File: src/rtl/alu_op_sequencer_if.sv
`default_nettype none
// ============================================================================
// Module      : alu_op_sequencer_if
// Description : Request/response channels and TotalALU drive/return signals
//               shared by the ALU operation sequencer and its requester.
// Revision    : 1.0 - initial release
// ============================================================================
interface alu_op_sequencer_if;
    logic        req_valid;
    logic        req_ready;
    logic [5:0]  req_funct;
    logic [31:0] req_a;
    logic [31:0] req_b;
    logic        rsp_valid;
    logic        rsp_ready;
    logic [31:0] rsp_data;
    logic        rsp_err;
    logic [5:0]  alu_signal;
    logic [31:0] alu_a;
    logic [31:0] alu_b;
    logic [31:0] alu_result;
    logic        busy;

    modport slave (
        input  req_valid, req_funct, req_a, req_b, rsp_ready, alu_result,
        output req_ready, rsp_valid, rsp_data, rsp_err, alu_signal, alu_a, alu_b, busy
    );

    modport master (
        output req_valid, req_funct, req_a, req_b, rsp_ready, alu_result,
        input  req_ready, rsp_valid, rsp_data, rsp_err, alu_signal, alu_a, alu_b, busy
    );
endinterface
`default_nettype wire

File: src/rtl/alu_op_sequencer.sv
`default_nettype none
// ============================================================================
// Module      : alu_op_sequencer
// Description : Issues one operation at a time to TotalALU, stretches DIVU
//               over the divider latency and returns the captured result.
// Revision    : 1.0 - initial release
// ============================================================================
module alu_op_sequencer #(
    parameter int unsigned DIV_CYCLES = 32
) (
    input  logic                  clk,
    input  logic                  reset,
    alu_op_sequencer_if.slave     bus
);

    localparam logic [5:0] c_fn_and  = 6'd36;
    localparam logic [5:0] c_fn_or   = 6'd37;
    localparam logic [5:0] c_fn_add  = 6'd32;
    localparam logic [5:0] c_fn_sub  = 6'd34;
    localparam logic [5:0] c_fn_srl  = 6'd2;
    localparam logic [5:0] c_fn_slt  = 6'd42;
    localparam logic [5:0] c_fn_divu = 6'd27;
    localparam logic [5:0] c_fn_mfhi = 6'd16;
    localparam logic [5:0] c_fn_mflo = 6'd18;
    localparam logic [5:0] c_div_last = 6'(DIV_CYCLES);

    typedef enum logic [2:0] {
        ST_IDLE      = 3'd0,
        ST_EXEC      = 3'd1,
        ST_DIV_RUN   = 3'd2,
        ST_DIV_LATCH = 3'd3,
        ST_RESP      = 3'd4
    } state_t;

    state_t      state_q, state_d;
    logic [5:0]  signal_q, signal_d;
    logic [31:0] a_q, a_d;
    logic [31:0] b_q, b_d;
    logic [5:0]  cnt_q, cnt_d;
    logic [31:0] data_q, data_d;
    logic        err_q, err_d;

    logic        w_req_ready;
    logic        w_accept;
    logic        w_single;

    // Held low while reset is asserted so nothing is offered as accepted.
    assign w_req_ready = (state_q == ST_IDLE) && reset;
    assign w_accept    = bus.req_valid && w_req_ready;

    always_comb begin
        w_single = 1'b0;
        case (bus.req_funct)
            c_fn_and, c_fn_or, c_fn_add, c_fn_sub, c_fn_srl,
            c_fn_slt, c_fn_mfhi, c_fn_mflo: w_single = 1'b1;
            default:                        w_single = 1'b0;
        endcase
    end

    always_ff @(posedge clk) begin
        if (!reset) begin
            state_q  <= ST_IDLE;
            signal_q <= 6'd0;
            a_q      <= 32'd0;
            b_q      <= 32'd0;
            cnt_q    <= 6'd0;
            data_q   <= 32'd0;
            err_q    <= 1'b0;
        end else begin
            state_q  <= state_d;
            signal_q <= signal_d;
            a_q      <= a_d;
            b_q      <= b_d;
            cnt_q    <= cnt_d;
            data_q   <= data_d;
            err_q    <= err_d;
        end
    end

    always_comb begin
        state_d  = state_q;
        signal_d = signal_q;
        a_d      = a_q;
        b_d      = b_q;
        cnt_d    = cnt_q;
        data_d   = data_q;
        err_d    = err_q;
        case (state_q)
            ST_IDLE: begin
                if (w_accept) begin
                    a_d = bus.req_a;
                    b_d = bus.req_b;
                    if (bus.req_funct == c_fn_divu) begin
                        signal_d = c_fn_divu;
                        cnt_d    = 6'd1;
                        state_d  = ST_DIV_RUN;
                    end else if (w_single) begin
                        signal_d = bus.req_funct;
                        state_d  = ST_EXEC;
                    end else begin
                        // Illegal code: the datapath is never driven.
                        signal_d = 6'd0;
                        data_d   = 32'd0;
                        err_d    = 1'b1;
                        state_d  = ST_RESP;
                    end
                end
            end
            ST_EXEC: begin
                data_d   = bus.alu_result;
                err_d    = 1'b0;
                signal_d = 6'd0;
                state_d  = ST_RESP;
            end
            ST_DIV_RUN: begin
                if (cnt_q == c_div_last) begin
                    state_d = ST_DIV_LATCH;
                end else begin
                    cnt_d = cnt_q + 6'd1;
                end
            end
            ST_DIV_LATCH: begin
                // Extra DIVU cycle lets HiLo capture quotient and remainder.
                data_d   = 32'd0;
                err_d    = 1'b0;
                signal_d = 6'd0;
                cnt_d    = 6'd0;
                state_d  = ST_RESP;
            end
            ST_RESP: begin
                if (bus.rsp_ready) begin
                    state_d = ST_IDLE;
                end
            end
            default: begin
                state_d = ST_IDLE;
            end
        endcase
    end

    assign bus.req_ready  = w_req_ready;
    assign bus.rsp_valid  = (state_q == ST_RESP);
    assign bus.rsp_data   = data_q;
    assign bus.rsp_err    = err_q;
    assign bus.alu_signal = signal_q;
    assign bus.alu_a      = a_q;
    assign bus.alu_b      = b_q;
    assign bus.busy       = (state_q != ST_IDLE);

endmodule
`default_nettype wire

File: src/flat_wrapper.sv
// flat-port wrapper written by rule: the top's interface ports become plain ports
module alu_op_sequencer_flat 
#(
    parameter int unsigned DIV_CYCLES = 32
)
  (clk, reset, bus_req_valid, bus_req_funct, bus_req_a, bus_req_b, bus_rsp_ready, bus_alu_result, bus_req_ready, bus_rsp_valid, bus_rsp_data, bus_rsp_err, bus_alu_signal, bus_alu_a, bus_alu_b, bus_busy);
  alu_op_sequencer_if bus_i ();
  input  logic clk;
  input  logic reset;
  input wire logic [$bits(bus_i.req_valid)-1:0] bus_req_valid;
  input wire logic [$bits(bus_i.req_funct)-1:0] bus_req_funct;
  input wire logic [$bits(bus_i.req_a)-1:0] bus_req_a;
  input wire logic [$bits(bus_i.req_b)-1:0] bus_req_b;
  input wire logic [$bits(bus_i.rsp_ready)-1:0] bus_rsp_ready;
  input wire logic [$bits(bus_i.alu_result)-1:0] bus_alu_result;
  output wire logic [$bits(bus_i.req_ready)-1:0] bus_req_ready;
  output wire logic [$bits(bus_i.rsp_valid)-1:0] bus_rsp_valid;
  output wire logic [$bits(bus_i.rsp_data)-1:0] bus_rsp_data;
  output wire logic [$bits(bus_i.rsp_err)-1:0] bus_rsp_err;
  output wire logic [$bits(bus_i.alu_signal)-1:0] bus_alu_signal;
  output wire logic [$bits(bus_i.alu_a)-1:0] bus_alu_a;
  output wire logic [$bits(bus_i.alu_b)-1:0] bus_alu_b;
  output wire logic [$bits(bus_i.busy)-1:0] bus_busy;
  assign bus_i.req_valid = bus_req_valid;
  assign bus_i.req_funct = bus_req_funct;
  assign bus_i.req_a = bus_req_a;
  assign bus_i.req_b = bus_req_b;
  assign bus_i.rsp_ready = bus_rsp_ready;
  assign bus_i.alu_result = bus_alu_result;
  assign bus_req_ready = bus_i.req_ready;
  assign bus_rsp_valid = bus_i.rsp_valid;
  assign bus_rsp_data = bus_i.rsp_data;
  assign bus_rsp_err = bus_i.rsp_err;
  assign bus_alu_signal = bus_i.alu_signal;
  assign bus_alu_a = bus_i.alu_a;
  assign bus_alu_b = bus_i.alu_b;
  assign bus_busy = bus_i.busy;
  alu_op_sequencer #(.DIV_CYCLES(DIV_CYCLES)) u_core (.clk(clk), .reset(reset), .bus(bus_i));
endmodule
File: config.mk
export PLATFORM = sky130hd
export DESIGN_NAME = alu_op_sequencer_flat
export DESIGN_NICKNAME = d
export VERILOG_FILES = /design/src/rtl/alu_op_sequencer_if.sv /design/src/rtl/alu_op_sequencer.sv /design/src/flat_wrapper.sv
export SDC_FILE = /design/constraint.sdc
export NUM_CORES = 1
export LEC_CHECK = 0
export ABC_CLOCK_PERIOD_IN_PS = 2850
export BUFFER_PORTS_ARGS = -buffer_cell sky130_fd_sc_hd__buf_2
export CAP_MARGIN = 10
export CORE_AREA = 3 3 97 99
export CTS_CLUSTER_DIAMETER = 120
export DETAILED_ROUTE_END_ITERATION = 7
export DIE_AREA = 0 0 100 102
export GPL_ROUTABILITY_DRIVEN = 0
export GPL_TIMING_DRIVEN = 0
export PLACE_DENSITY_LB_ADDON = 0.05
export SKIP_CTS_REPAIR_TIMING = 1
export SYNTH_ARGS = -nofsm -noshare
export SYNTH_HDL_FRONTEND = slang
export SYNTH_SLANG_ARGS = --single-unit
File: constraint.sdc
create_clock -name clk -period 2.85 [get_ports clk]
set_input_delay 0.285 -clock clk [delete_from_list [all_inputs] [get_ports clk]]
set_output_delay 0.285 -clock clk [all_outputs]
set_load 0.005 [all_outputs]
# --- Yosys cells after proc, flatten, opt, wreduce, memory -nomap -nowiden ---
# Index checks and enable logic that the tools add are counted.
# W data, S select, Z words.
totals:
  out_inout_bits: 106
  in_bits: 106
  register_bits: 112
  latchBits: 0
  elab_cells: 67
  mem_count: 0
  mem_bits_ro: 0
  ram_bits: 0
op_classes:
  add_sub_neg: 1
  eq_ne: 21
  n_div: 0
  n_reduce_logical: 15
  mux: 23
  shift: 0
  multipliers: 0
  n_bitwise: 0
  n_lt_le_gt_ge: 0
ops:
  columns: ["operator", "count"]
  rows:
  - ["$mux W32", 3]
  - ["$pmux W32 S3", 1]
  - ["$eq A6 B6 Y1 const B", 6]
  - ["$mux W6", 6]
  - ["$eq A6 B5 Y1 const B", 3]
  - ["$pmux W6 S3", 1]
  - ["$mux W3", 5]
  - ["$pmux W3 S4", 1]
  - ["$pmux W6 S2", 1]
  - ["$reduce_and A4 Y1", 3]
  - ["$ne A2 B2 Y1 const B", 5]
  - ["$reduce_bool A3 Y1", 3]
  - ["$reduce_or A8 Y1", 1]
  - ["$add A6 B1 Y6 const B", 1]
  - ["$eq A3 B2 Y1 const B", 2]
  - ["$eq A6 B2 Y1 const B", 1]
  - ["$mux W1", 4]
  - ["$ne A2 B1 Y1 const B", 2]
  - ["$reduce_and A2 Y1", 2]
  - ["$eq A3 B1 Y1 const B", 1]
  - ["$eq A3 B3 Y1 const B", 1]
  - ["$logic_not A3 Y1", 1]
  - ["$reduce_and A3 Y1", 1]
  - ["$logic_and A1 B1 Y1", 2]
  - ["other kinds (3)", 3]

# --- Logic depth before layout (Yosys ltp) ---
# Gate-level depths: netlist of the first run.
depth:
  depth_word: 7
  ltp_mapped: 8
  ltp_nobuf: 7

# --- Least setup slack after synthesis of the first run ---
# OpenSTA, ideal clock, no wires.
synth_path:
  kind: "input -> register"
  from: "input reset"
  to: "register u_core.data_q[10], in the netlist u_core.bus.rsp_data[10]"
  path_slack_ns: 1.131
  n_path_buf: 3
  path_stages: 8
  t_arrival_ns: 1.602
  setup_time_ns: 0.117
  path_cell_list: "buf_4 nand2_2 or4_1 buf_2 nor2_4 a31oi_4 buf_6 a22o_1"
synth_between:
  elab_chain_len: 4
synth_lines:
  columns: ["item", "line", "source"]
  rows:
  - ["from (decl)", "flat_wrapper.sv:9", "input logic reset;"]
  - ["$logic_and A1 B1 Y1", "alu_op_sequencer.sv:48", "assign w_req_ready = (state_q == ST_IDLE) && reset;"]
  - ["$logic_and A1 B1 Y1", "alu_op_sequencer.sv:49", "assign w_accept = bus.req_valid && w_req_ready;"]
  - ["$ne A2 B1 Y1 (no line)", null, null]
  - ["$reduce_and A4 Y1 (no line)", null, null]
  - ["to (signal assigned)", "alu_op_sequencer.sv:75", "data_q <= data_d;"]
  - ["to (decl)", "alu_op_sequencer.sv:40", "logic [31:0] data_q, data_d;"]
# Parallel ways exist; a longest one is shown, timed or not.
# A chain may end at the register's enable or synchronous reset.

# --- Worst setup path in the final report of the first run ---
layout_path:
  from: "register u_core.state_q[2]"
  to: "register u_core.data_q[28], in the netlist u_core.bus.rsp_data[28]"
layout_between:
  elab_chain_len: 5
layout_lines:
  columns: ["item", "line", "source"]
  rows:
  - ["from (decl)", "alu_op_sequencer.sv:35", "state_t state_q, state_d;"]
  - ["from (signal assigned)", "alu_op_sequencer.sv:70", "state_q <= state_d;"]
  - ["$logic_not A3 Y1", "alu_op_sequencer.sv:48, alu_op_sequencer.sv:88", null]
  - ["$logic_and A1 B1 Y1", "alu_op_sequencer.sv:48", null]
  - ["$logic_and A1 B1 Y1", "alu_op_sequencer.sv:49", null]
  - ["$ne A2 B1 Y1 (no line)", null, null]
  - ["$reduce_and A4 Y1 (no line)", null, null]
# Parallel ways exist; a longest one is shown, timed or not.

==> run metrics, run 1 <==
pin count of the biggest net entering global routing 18; final setup violation count 0; # diodes 0; worst slew pin tran 0.566 ns; mux cell area share after synthesis 0.244%; effective utilization at floorplan 47.5%; final setup TNS 0 ns; Mapped Area 0.00410 mm^2; Total Power 0.00288 W; std cell rows 34; Die X-Extent 100 um; CTS tree built; die area 0.0102 mm^2; Max-slew headroom 62.0%; worst path required time 3.16 ns; Hold/Removal Path Class in -> reg; first-pass GRT wire length 17500 um; Post-Synthesis Cells 466; P_leak 2.83 nW; DRT iter0 DRCs 145; clock root buffer master clkbuf_8; most frequent cells in the layout buf_2, nand2_1, dfxtp_1; number of enable flip-flop cells after synthesis 0; Synth Area in Compound Gates 11.8%; adder-cell share of the synthesized area 0.854%; # H-tree levels 3; layout cells sized above 1 34.7%; fmax 0.490 GHz; flop2flop setup slack 0.81 ns; Core Area 0.00864 mm^2; slowest CP cell nor3_1; FF+latch count, synth 112; Wirelength per Cell 13.9 um; Metal-1 WL 4770 um; CP endpoint kind flop; FILL cells 820; Synth Area in XOR/XNOR 0.214%; CP max FO 10; crit share post-route 71.6%; Worst-Skew Late Latency 0.37 ns; RSZ-0062 raised after global routing no; post-route antenna net violation count 0; DRC Markers 0; total grt overflow 0; vias 4010; final hold vios 0; ys async rst share 0%; Die Ht 102 um; ordered list of cells on the worst path buf_2, nand2b_1, clkbuf_1, nor3_1, clkbuf_1, a22o_1; pwr dens 529 mW/mm^2; final net count 795; Reg clk slew, reported paths 0.10 ns; most common cell after layout, fill and taps aside buf_2; DR top layer met4; CP arrival 2.35 ns; vias per cell 5.02; Max Cap Viol 0; pre-CTS WS 0.821 ns; critical path's largest stage delay 0.48 ns; area grow syn2layout 32.9%; crit start category flop; hpwl dp 8410 um; Most Frequent Cell on Critical Path clkbuf_1; largest family of logic cells by synthesized area simple AND/OR/NAND/NOR gates; clock buffer depth 2; Final Util 63.1%; YS warnings 0; status completed; IO buf count 210; Simple-Gate Fraction of Synth Area 27.8%; vias in the first global route 3726; GRT Total Usage 21.3%; Worst Setup Slack, final 0.810 ns; sequential element share of the synthesized area 54.7%; mean area per synthesized cell 8.80 um^2; # IOs 212; synth unique cells 46; WS Path Type reg -> reg; most used flip-flop cell after synthesis dfxtp_1; Post-Route WL 11100 um; Worst Skew 0.0102 ns; drt first pass iters 4; Routed met2 length 5070 um; peak supply drop 0.313 mV; DR WL met3 1020 um; initial antenna violation count 0; Mapped Nets 574; Tmin final 2.04 ns; TritonCTS Sinks 112; CTS Buf Count 9; fin. max-slew vios 0
## cells by family after synthesis
kind of cell / Yosys count
buf+inv: 40
flops: 112
compound gates: 60
xor+xnor: 1
fa+ha+maj: 3
simple gates: 249
mux: 1
## power by group
group / switching, W / total (W) / internal, W
logic: 0.000200 / 0.000373 / 0.000173
registers: 0.0000393 / 0.00169 / 0.00165
clock network: 0.000512 / 0.000824 / 0.000312
## state kept, by name (all words and copies together), names as in the netlist
signal	flops
u_core.bus.rsp_err	1
u_core.bus.alu_signal	6
u_core.bus.rsp_data	32
u_core.cnt_q	6
u_core.state_q	3
u_core.bus.alu_b	32
u_core.bus.alu_a	32
## area by class of cell
class,instances,area (um^2),area share (%)
plain buffers,34,159,2.92
repair buffers,210,1050,19.3
well taps,108,135,2.48
flip-flops and latches,112,2240,41.1
inverters,6,22.5,0.413
clock inverters,5,35.0,0.643
multi-input cells,314,1680,30.8
clock buffers,10,128,2.34
## cell usage after synthesis, types with 2 or more instances
library cell	instances	share of area [%]
nand2_1	136	12
o21ai_0	5	0.61
nand2b_1	3	0.46
nor2b_1	3	0.46
dfxtp_1	112	55
buf_6	3	0.82
a22o_1	32	6.8
buf_2	4	0.49
nor2_4	2	0.55
a21oi_1	9	1.1
nand3_1	78	9.5
a32o_1	2	0.49
buf_1	6	0.55
a32oi_1	2	0.43
ha_1	2	0.61
inv_1	6	0.55
nor2_1	7	0.64
nor3_1	3	0.37
or3_1	4	0.61
nor4_1	2	0.31
clkbuf_1	20	1.8
## worst max-delay path, delay by kind of cell (launching register included)
family / cells / cell delay, ns
compound gates: 1 / 0.22
simple gates: 2 / 0.64
flops: 1 / 0.32
buf+inv: 3 / 0.80
## routing by layer
metal	vias up	track usage (%)
li1	2032	-
met1	1797	26.8
met2	161	34.0
met3	20	6.62
met4	0	9.02
met5	-	0
## worst paths after layout
kind                            cells past startpoint           startpoint                       to
worst max register to register                      6    u_core.state_q[2]  u_core.bus.rsp_data[28]
worst max-delay path                                6    u_core.state_q[2]  u_core.bus.rsp_data[28]
worst min register to register                      2  u_core.bus.alu_b[8]      u_core.bus.alu_b[8]
worst min-delay path                                3         bus_req_b[5]      u_core.bus.alu_b[5]
## stage by stage
step	hold WS (ns)	std cells	cell area [um^2]
floorplan	0.384	466	4100
global placement	0.438	784	5290
detailed placement	0.443	784	5290
CTS	0.0807	799	5450
global route	0.0825	799	5450
finish	0.0949	799	5450
No activity file was read; power rests on OpenSTA's default activity.
==> inputs of run 2 (changes only) <==
--- a/config.mk
+++ b/config.mk
@@ -5,13 +5,14 @@
 export SDC_FILE = /design/constraint.sdc
 export NUM_CORES = 1
 export LEC_CHECK = 0
-export ABC_CLOCK_PERIOD_IN_PS = 2850
+export ABC_AREA = 1
+export ABC_CLOCK_PERIOD_IN_PS = 1700
 export BUFFER_PORTS_ARGS = -buffer_cell sky130_fd_sc_hd__buf_2
 export CAP_MARGIN = 10
-export CORE_AREA = 3 3 97 99
+export CORE_AREA = 3 3 106 108
 export CTS_CLUSTER_DIAMETER = 120
 export DETAILED_ROUTE_END_ITERATION = 7
-export DIE_AREA = 0 0 100 102
+export DIE_AREA = 0 0 109 111
 export GPL_ROUTABILITY_DRIVEN = 0
 export GPL_TIMING_DRIVEN = 0
 export PLACE_DENSITY_LB_ADDON = 0.05
==> constraint.sdc (replaced) <==
create_clock -name clk -period 1.7 [get_ports clk]
set_input_delay 0.17 -clock clk [delete_from_list [all_inputs] [get_ports clk]]
set_output_delay 0.17 -clock clk [all_outputs]
set_load 0.005 [all_outputs]
==> run 2 against run 1 <==
The run now ends with negative hold slack left. Clock-buffer cell count is 2 higher. Sequential share of layout area is 3.9 points lower. Global-route usage is 1.9 points lower. Non-clock buffer count is 37 higher. Core utilization is 4.7 points lower. Power is 82% higher. Combinational power is 94% higher. Critical path depth is 2 higher. Sequential power is 67% higher. Synthesized area is 2.6% higher. Flip-flop and latch count stayed put. Critical endpoint is now u_core.bus.alu_b[27]. Largest power group unchanged. Highest routed layer unchanged.
==> run metrics, run 2 <==
final hold vios 1; crit share post-route 87.3%; worst slew pin tran 0.615 ns; fin. max-slew vios 0; initial antenna violation count 0; hpwl dp 9200 um; Reg clk slew, reported paths 0.10 ns; Hold Startpoint bus_req_b[6]; CP max FO 10; Post-Route WL 12600 um; crit start category flop; final instance area 0.00603 mm^2; # IOs 212; Mapped Nets 661; most used flip-flop cell after synthesis dfxtp_1; Die X-Extent 109 um; WS Path Type reg -> reg; Max Cap Viol 0; status finished with violations; Wirelength per Cell 13.2 um; placed inst area 0.00543 mm^2; peak supply drop 0.400 mV; total grt overflow 0; Internal Pwr Total 0.00395 W; Worst R2R End u_core.bus.alu_b[27]; Finished Layout Cells 954; clock root buffer master clkbuf_8; worst r2r path cells 8; Die Ht 111 um; CTS Buf Count 9; CP endpoint kind flop; Tmin final 1.48 ns; most common cell after layout, fill and taps aside nand2_1; Hold/Removal Path Class in -> reg; Hold Path Sink u_core.bus.alu_b[6]; WHS Path Cells 3; fmax 0.674 GHz; ys async rst share 0%; pwr dens 873 mW/mm^2; TritonCTS Sinks 112; Setup crit start u_core.state_q[0]; area grow syn2layout 43.2%; FILL cells 976; GRT Total Usage 19.3%; std cell rows 37; first-pass GRT wire length 19000 um; YS warnings 0; Post-Synthesis Cells 553; number of enable flip-flop cells after synthesis 0; Worst Setup Slack, final 0.216 ns; drt first pass iters 5; # H-tree levels 3; Inst Count DP 900; failing checks negative hold slack; flop2flop setup slack 0.22 ns; largest area contributor in the netlist dfxtp_1; net switching power 0.00131 W; sequential share of power 53.8%; worst path required time 2.01 ns; Worst Skew 0.0104 ns; Area contributors post-synth dfxtp_1, nand2_1, nand3_1; reg2reg start u_core.state_q[0]; FF+latch count, synth 112; most frequent cells in the layout nand2_1, buf_2, dfxtp_1; CP arrival 1.79 ns; Yosys top cell area share 53.3%; final net count 921; post-route antenna net violation count 0; # diodes 0; Worst-Skew Late Latency 0.36 ns; synth unique cells 28; die area 0.0121 mm^2; pin count of the biggest net entering global routing 18; P_leak 3.08 nW; Net Sw Frac 25.0%; DRT iter0 DRCs 322; Gate power share 13.7%; pre-CTS WS 0.0759 ns; vias per cell 4.68; Max-slew headroom 59.0%; DRC Markers 0; RSZ-0062 raised after global routing no; Core Area 0.0103 mm^2; clock share of power 32.5%; Post-synth top cells nand2_1, dfxtp_1, nand3_1; clock buffer depth 2; Mapped Area 0.00421 mm^2; mean area per synthesized cell 7.61 um^2; final setup TNS 0 ns; IO buf count 211; effective utilization at floorplan 40.8%; top-count cell post-synth nand2_1; CTS tree built; vias in the first global route 4049; layout cells sized above 1 31.8%; final setup violation count 0; final hold slack -0.00122 ns; sequential element share of the synthesized area 53.3%; vias 4462
[run 2: cell types whose count changed in the layout (fill, tap and decap cells not counted), moves of 5 or more]
| cell | change |
|---|---|
| nand2_1 | +92 |
| dlygate4sd3_1 | +38 |
| a21oi_1 | +37 |
| a22o_1 | -32 |
| buf_2 | +9 |
| inv_1 | +8 |
| nor2_2 | +6 |
| buf_1 | -5 |
| o21ai_0 | -5 |
[run 2: cell families (layout without fill, tap and decap cells)]
kind of cell | after synthesis | in the layout | share of synthesized area [%]
fa+ha+maj | 2 | 2 | 0.595
buf+inv | 50 | 315 | 5.44
compound gates | 51 | 51 | 6.30
simple gates | 336 | 336 | 34.0
xor+xnor | 2 | 2 | 0.416
flops | 112 | 112 | 53.3
[run 2: final cells by class]
class	count	area [um^2]	area share (%)
plain buffers	32	163	2.70
clock buffers	12	135	2.24
clock inverters	4	76.3	1.27
inverters	18	67.6	1.12
multi-input cells	391	1740	28.8
flip-flops and latches	112	2240	37.2
well taps	136	170	2.82
repair buffers	249	1440	23.8
[run 2: layer usage]
metal	vias up	track usage (%)	part of all wire [%]
met4	0	7.41	1.2
met2	168	31.4	48
met5	-	0	0
met1	1992	23.6	42
met3	10	6.29	8.5
li1	2292	-	-
[run 2: power groups by stage]
stage / sequential, W / clock, W / combinational, W
2_1_floorplan: 0.00290 / 0 / 0.000286
3_3_place_gp: 0.00288 / 0 / 0.000645
3_5_place_dp: 0.00289 / 0 / 0.000656
4_1_cts: 0.00283 / 0.00176 / 0.000659
5_1_grt: 0.00285 / 0.00187 / 0.000809
6_report: 0.00283 / 0.00171 / 0.000722
[run 2: through the flow]
| stage | total power, W | utilization, % |
|---|---|---|
| 6_report | 0.00526 | 58.4 |
| 5_1_grt | 0.00553 | 58.4 |
| 4_1_cts | 0.00525 | 54.7 |
| 3_5_place_dp | 0.00355 | 52.6 |
| 3_3_place_gp | 0.00353 | 52.6 |
| 2_1_floorplan | 0.00319 | - |
[run 2: worst max-delay path by stage]
stage	end	cells past startpoint
finish	u_core.bus.alu_b[27]	8
global route	u_core.bus.alu_signal[4]	8
CTS	u_core.bus.alu_b[7]	8
detailed placement	u_core.bus.alu_b[7]	8
global placement	u_core.bus.alu_b[12]	8
floorplan	u_core.bus.rsp_data[22]	9
[run 2: worst max-delay path: stages, from the launching register on]
cell and delay [ns]:
dfxtp_1 0.45, inv_2 0.07, nand2_2 0.10, nor2_2 0.05, nand2_2 0.10, buf_2 0.24
buf_2 0.25, nand3_1 0.10, nand2_1 0.08
==> inputs of run 3 (changes only) <==
--- a/config.mk
+++ b/config.mk
@@ -6,13 +6,13 @@
 export NUM_CORES = 1
 export LEC_CHECK = 0
 export ABC_AREA = 1
-export ABC_CLOCK_PERIOD_IN_PS = 1700
+export ABC_CLOCK_PERIOD_IN_PS = 1570
 export BUFFER_PORTS_ARGS = -buffer_cell sky130_fd_sc_hd__buf_2
 export CAP_MARGIN = 10
-export CORE_AREA = 3 3 106 108
+export CORE_AREA = 3 3 101 103
 export CTS_CLUSTER_DIAMETER = 120
 export DETAILED_ROUTE_END_ITERATION = 7
-export DIE_AREA = 0 0 109 111
+export DIE_AREA = 0 0 104 106
 export GPL_ROUTABILITY_DRIVEN = 0
 export GPL_TIMING_DRIVEN = 0
 export PLACE_DENSITY_LB_ADDON = 0.05
==> constraint.sdc (replaced) <==
create_clock -name clk -period 1.57 [get_ports clk]
set_input_delay 0.157 -clock clk [delete_from_list [all_inputs] [get_ports clk]]
set_output_delay 0.157 -clock clk [all_outputs]
set_load 0.005 [all_outputs]
==> run 3 against run 2 <==
The flow still finishes with violations (negative hold slack). Global-route usage rose by 1.4 points. First-iteration DRC count fell by 43%. Worst hold slack got worse by 0.017 ns. Critical path depth rose by 1. Critical endpoint is now u_core.bus.rsp_data[8]. Highest routed layer unchanged.
==> run metrics, run 3 (synthesized netlist as in run 2, its figures left out) <==
vias 4450; vias per cell 4.72; # H-tree levels 3; CP endpoint kind flop; DRT iter0 DRCs 183; WHS Path Cells 3; pwr dens 912 mW/mm^2; worst slew pin tran 0.541 ns; area grow syn2layout 41.7%; clock buffer depth 2; WS Path Type reg -> reg; post-route antenna net violation count 0; peak supply drop 0.441 mV; Final Util 64.2%; most frequent cells in the layout nand2_1, buf_2, dfxtp_1; final net count 916; vias in the first global route 4123; met3 GRT Util 6.50%; Wirelength per Cell 12.8 um; CTS tree built; drt first pass iters 4; die area 0.0110 mm^2; IO buf count 211; effective utilization at floorplan 45.3%; Max-slew headroom 63.9%; Max Cap Viol 0; status finished with violations; first-pass GRT wire length 19100 um; Tmin final 1.46 ns; final setup TNS 0 ns; flop2flop setup slack 0.11 ns; initial antenna violation count 0; Reg clk slew, reported paths 0.11 ns; fin. max-slew vios 0; Worst-Skew Late Latency 0.36 ns; Hold Path Sink u_core.bus.alu_b[1]; worst r2r path cells 9; DRC Markers 0; crit start category flop; Worst Skew 0.0161 ns; P_leak 3.05 nW; # IOs 212; failing checks negative hold slack; TritonCTS Sinks 112; total grt overflow 0; final hold slack -0.0183 ns; met2 usage 35.6%; reg2reg start u_core.state_q[2]; Die X-Extent 104 um; Hold Startpoint bus_req_b[1]; met1 usage 24.8%; fmax 0.684 GHz; # diodes 0; most common cell after layout, fill and taps aside nand2_1; Hold/Removal Path Class in -> reg; Die Ht 106 um; CP arrival 1.70 ns; CP max FO 10; Top Usage Layer GRT met2; clock root buffer master clkbuf_8; final hold vios 14; crit share post-route 93.1%; Core Area 0.00928 mm^2; CTS Buf Count 9; Worst R2R End u_core.bus.rsp_data[8]; layout cells sized above 1 33.1%; std cell rows 35; GRT Total Usage 20.7%; hpwl dp 8980 um; Post-Route WL 12100 um; pin count of the biggest net entering global routing 20; final setup violation count 0; worst path required time 1.81 ns
-- run 3: changes by cell type in the layout (fill, tap and decap cells not counted), sizes merged --
cell         change
buf              +2
inv              +2
bufinv           -2
clkbuf           -2
clkinv           +1
clkinvlp         +1
dlygate4sd3      -7
-- run 3: how the worst max path moves through the flow --
stage,start,to,slack (ns)
final,u_core.state_q[2],u_core.bus.rsp_data[8],0.11
after detailed placement,u_core.state_q[2],u_core.bus.alu_b[5],0.03
after floorplan,u_core.state_q[2],u_core.bus.rsp_data[22],0.22
after global placement,u_core.state_q[2],u_core.bus.alu_b[10],0.06
after global routing,u_core.state_q[2],u_core.cnt_q[5],-0.02
after CTS,u_core.state_q[2],u_core.bus.alu_b[5],-0.005
-- run 3: final cells by class --
type,count,area (um^2)
clock buffer,10,128
timing repair buffer,244,1380
sequential,112,2240
tap,129,161
multi-input combinational,391,1760
inverter,18,70.1
clock inverter,6,50.0
fill,861,3320
buffer,32,168
-- run 3: per-layer routing --
metal  vias to the layer above  part of all wire (%)
met3                        10                   7.1
met2                       152                    48
met4                         0                  0.94
met1                      1985                    44
li1                       2303                     -
met5                         -                     0
-- run 3: stage by stage --
step,hold WS [ns],worst slack (ns),std cells,power (W),cell area (um^2)
4_1_cts,-0.0401,-0.00491,909,0.00543,5600
5_1_grt,-0.00155,-0.0167,942,0.00571,5960
3_3_place_gp,0.349,0.0643,893,0.00382,5430
6_report,-0.0183,0.108,942,0.00544,5960
3_5_place_dp,0.357,0.0308,893,0.00384,5430
2_1_floorplan,0.268,0.221,553,0.00345,4210
-- run 3: where the power goes --
part | switching [W] | internal (W) | leakage, nW
Combinational | 0.000405 | 0.000368 | 2.05
Sequential | 0.0000732 | 0.00299 | 0.916
Clock | 0.00100 | 0.000600 | 0.0839
Total | 0.00148 | 0.00396 | 3.05
-- run 3: critical path: stages (launching register included) --
cell     delay, ns
dfxtp_1       0.35
inv_1         0.08
nand2_1       0.14
o21ai_0       0.17
inv_1         0.07
nand2_2       0.10
nand3_4       0.14
buf_6         0.18
nand2_1       0.06
a21oi_1       0.05
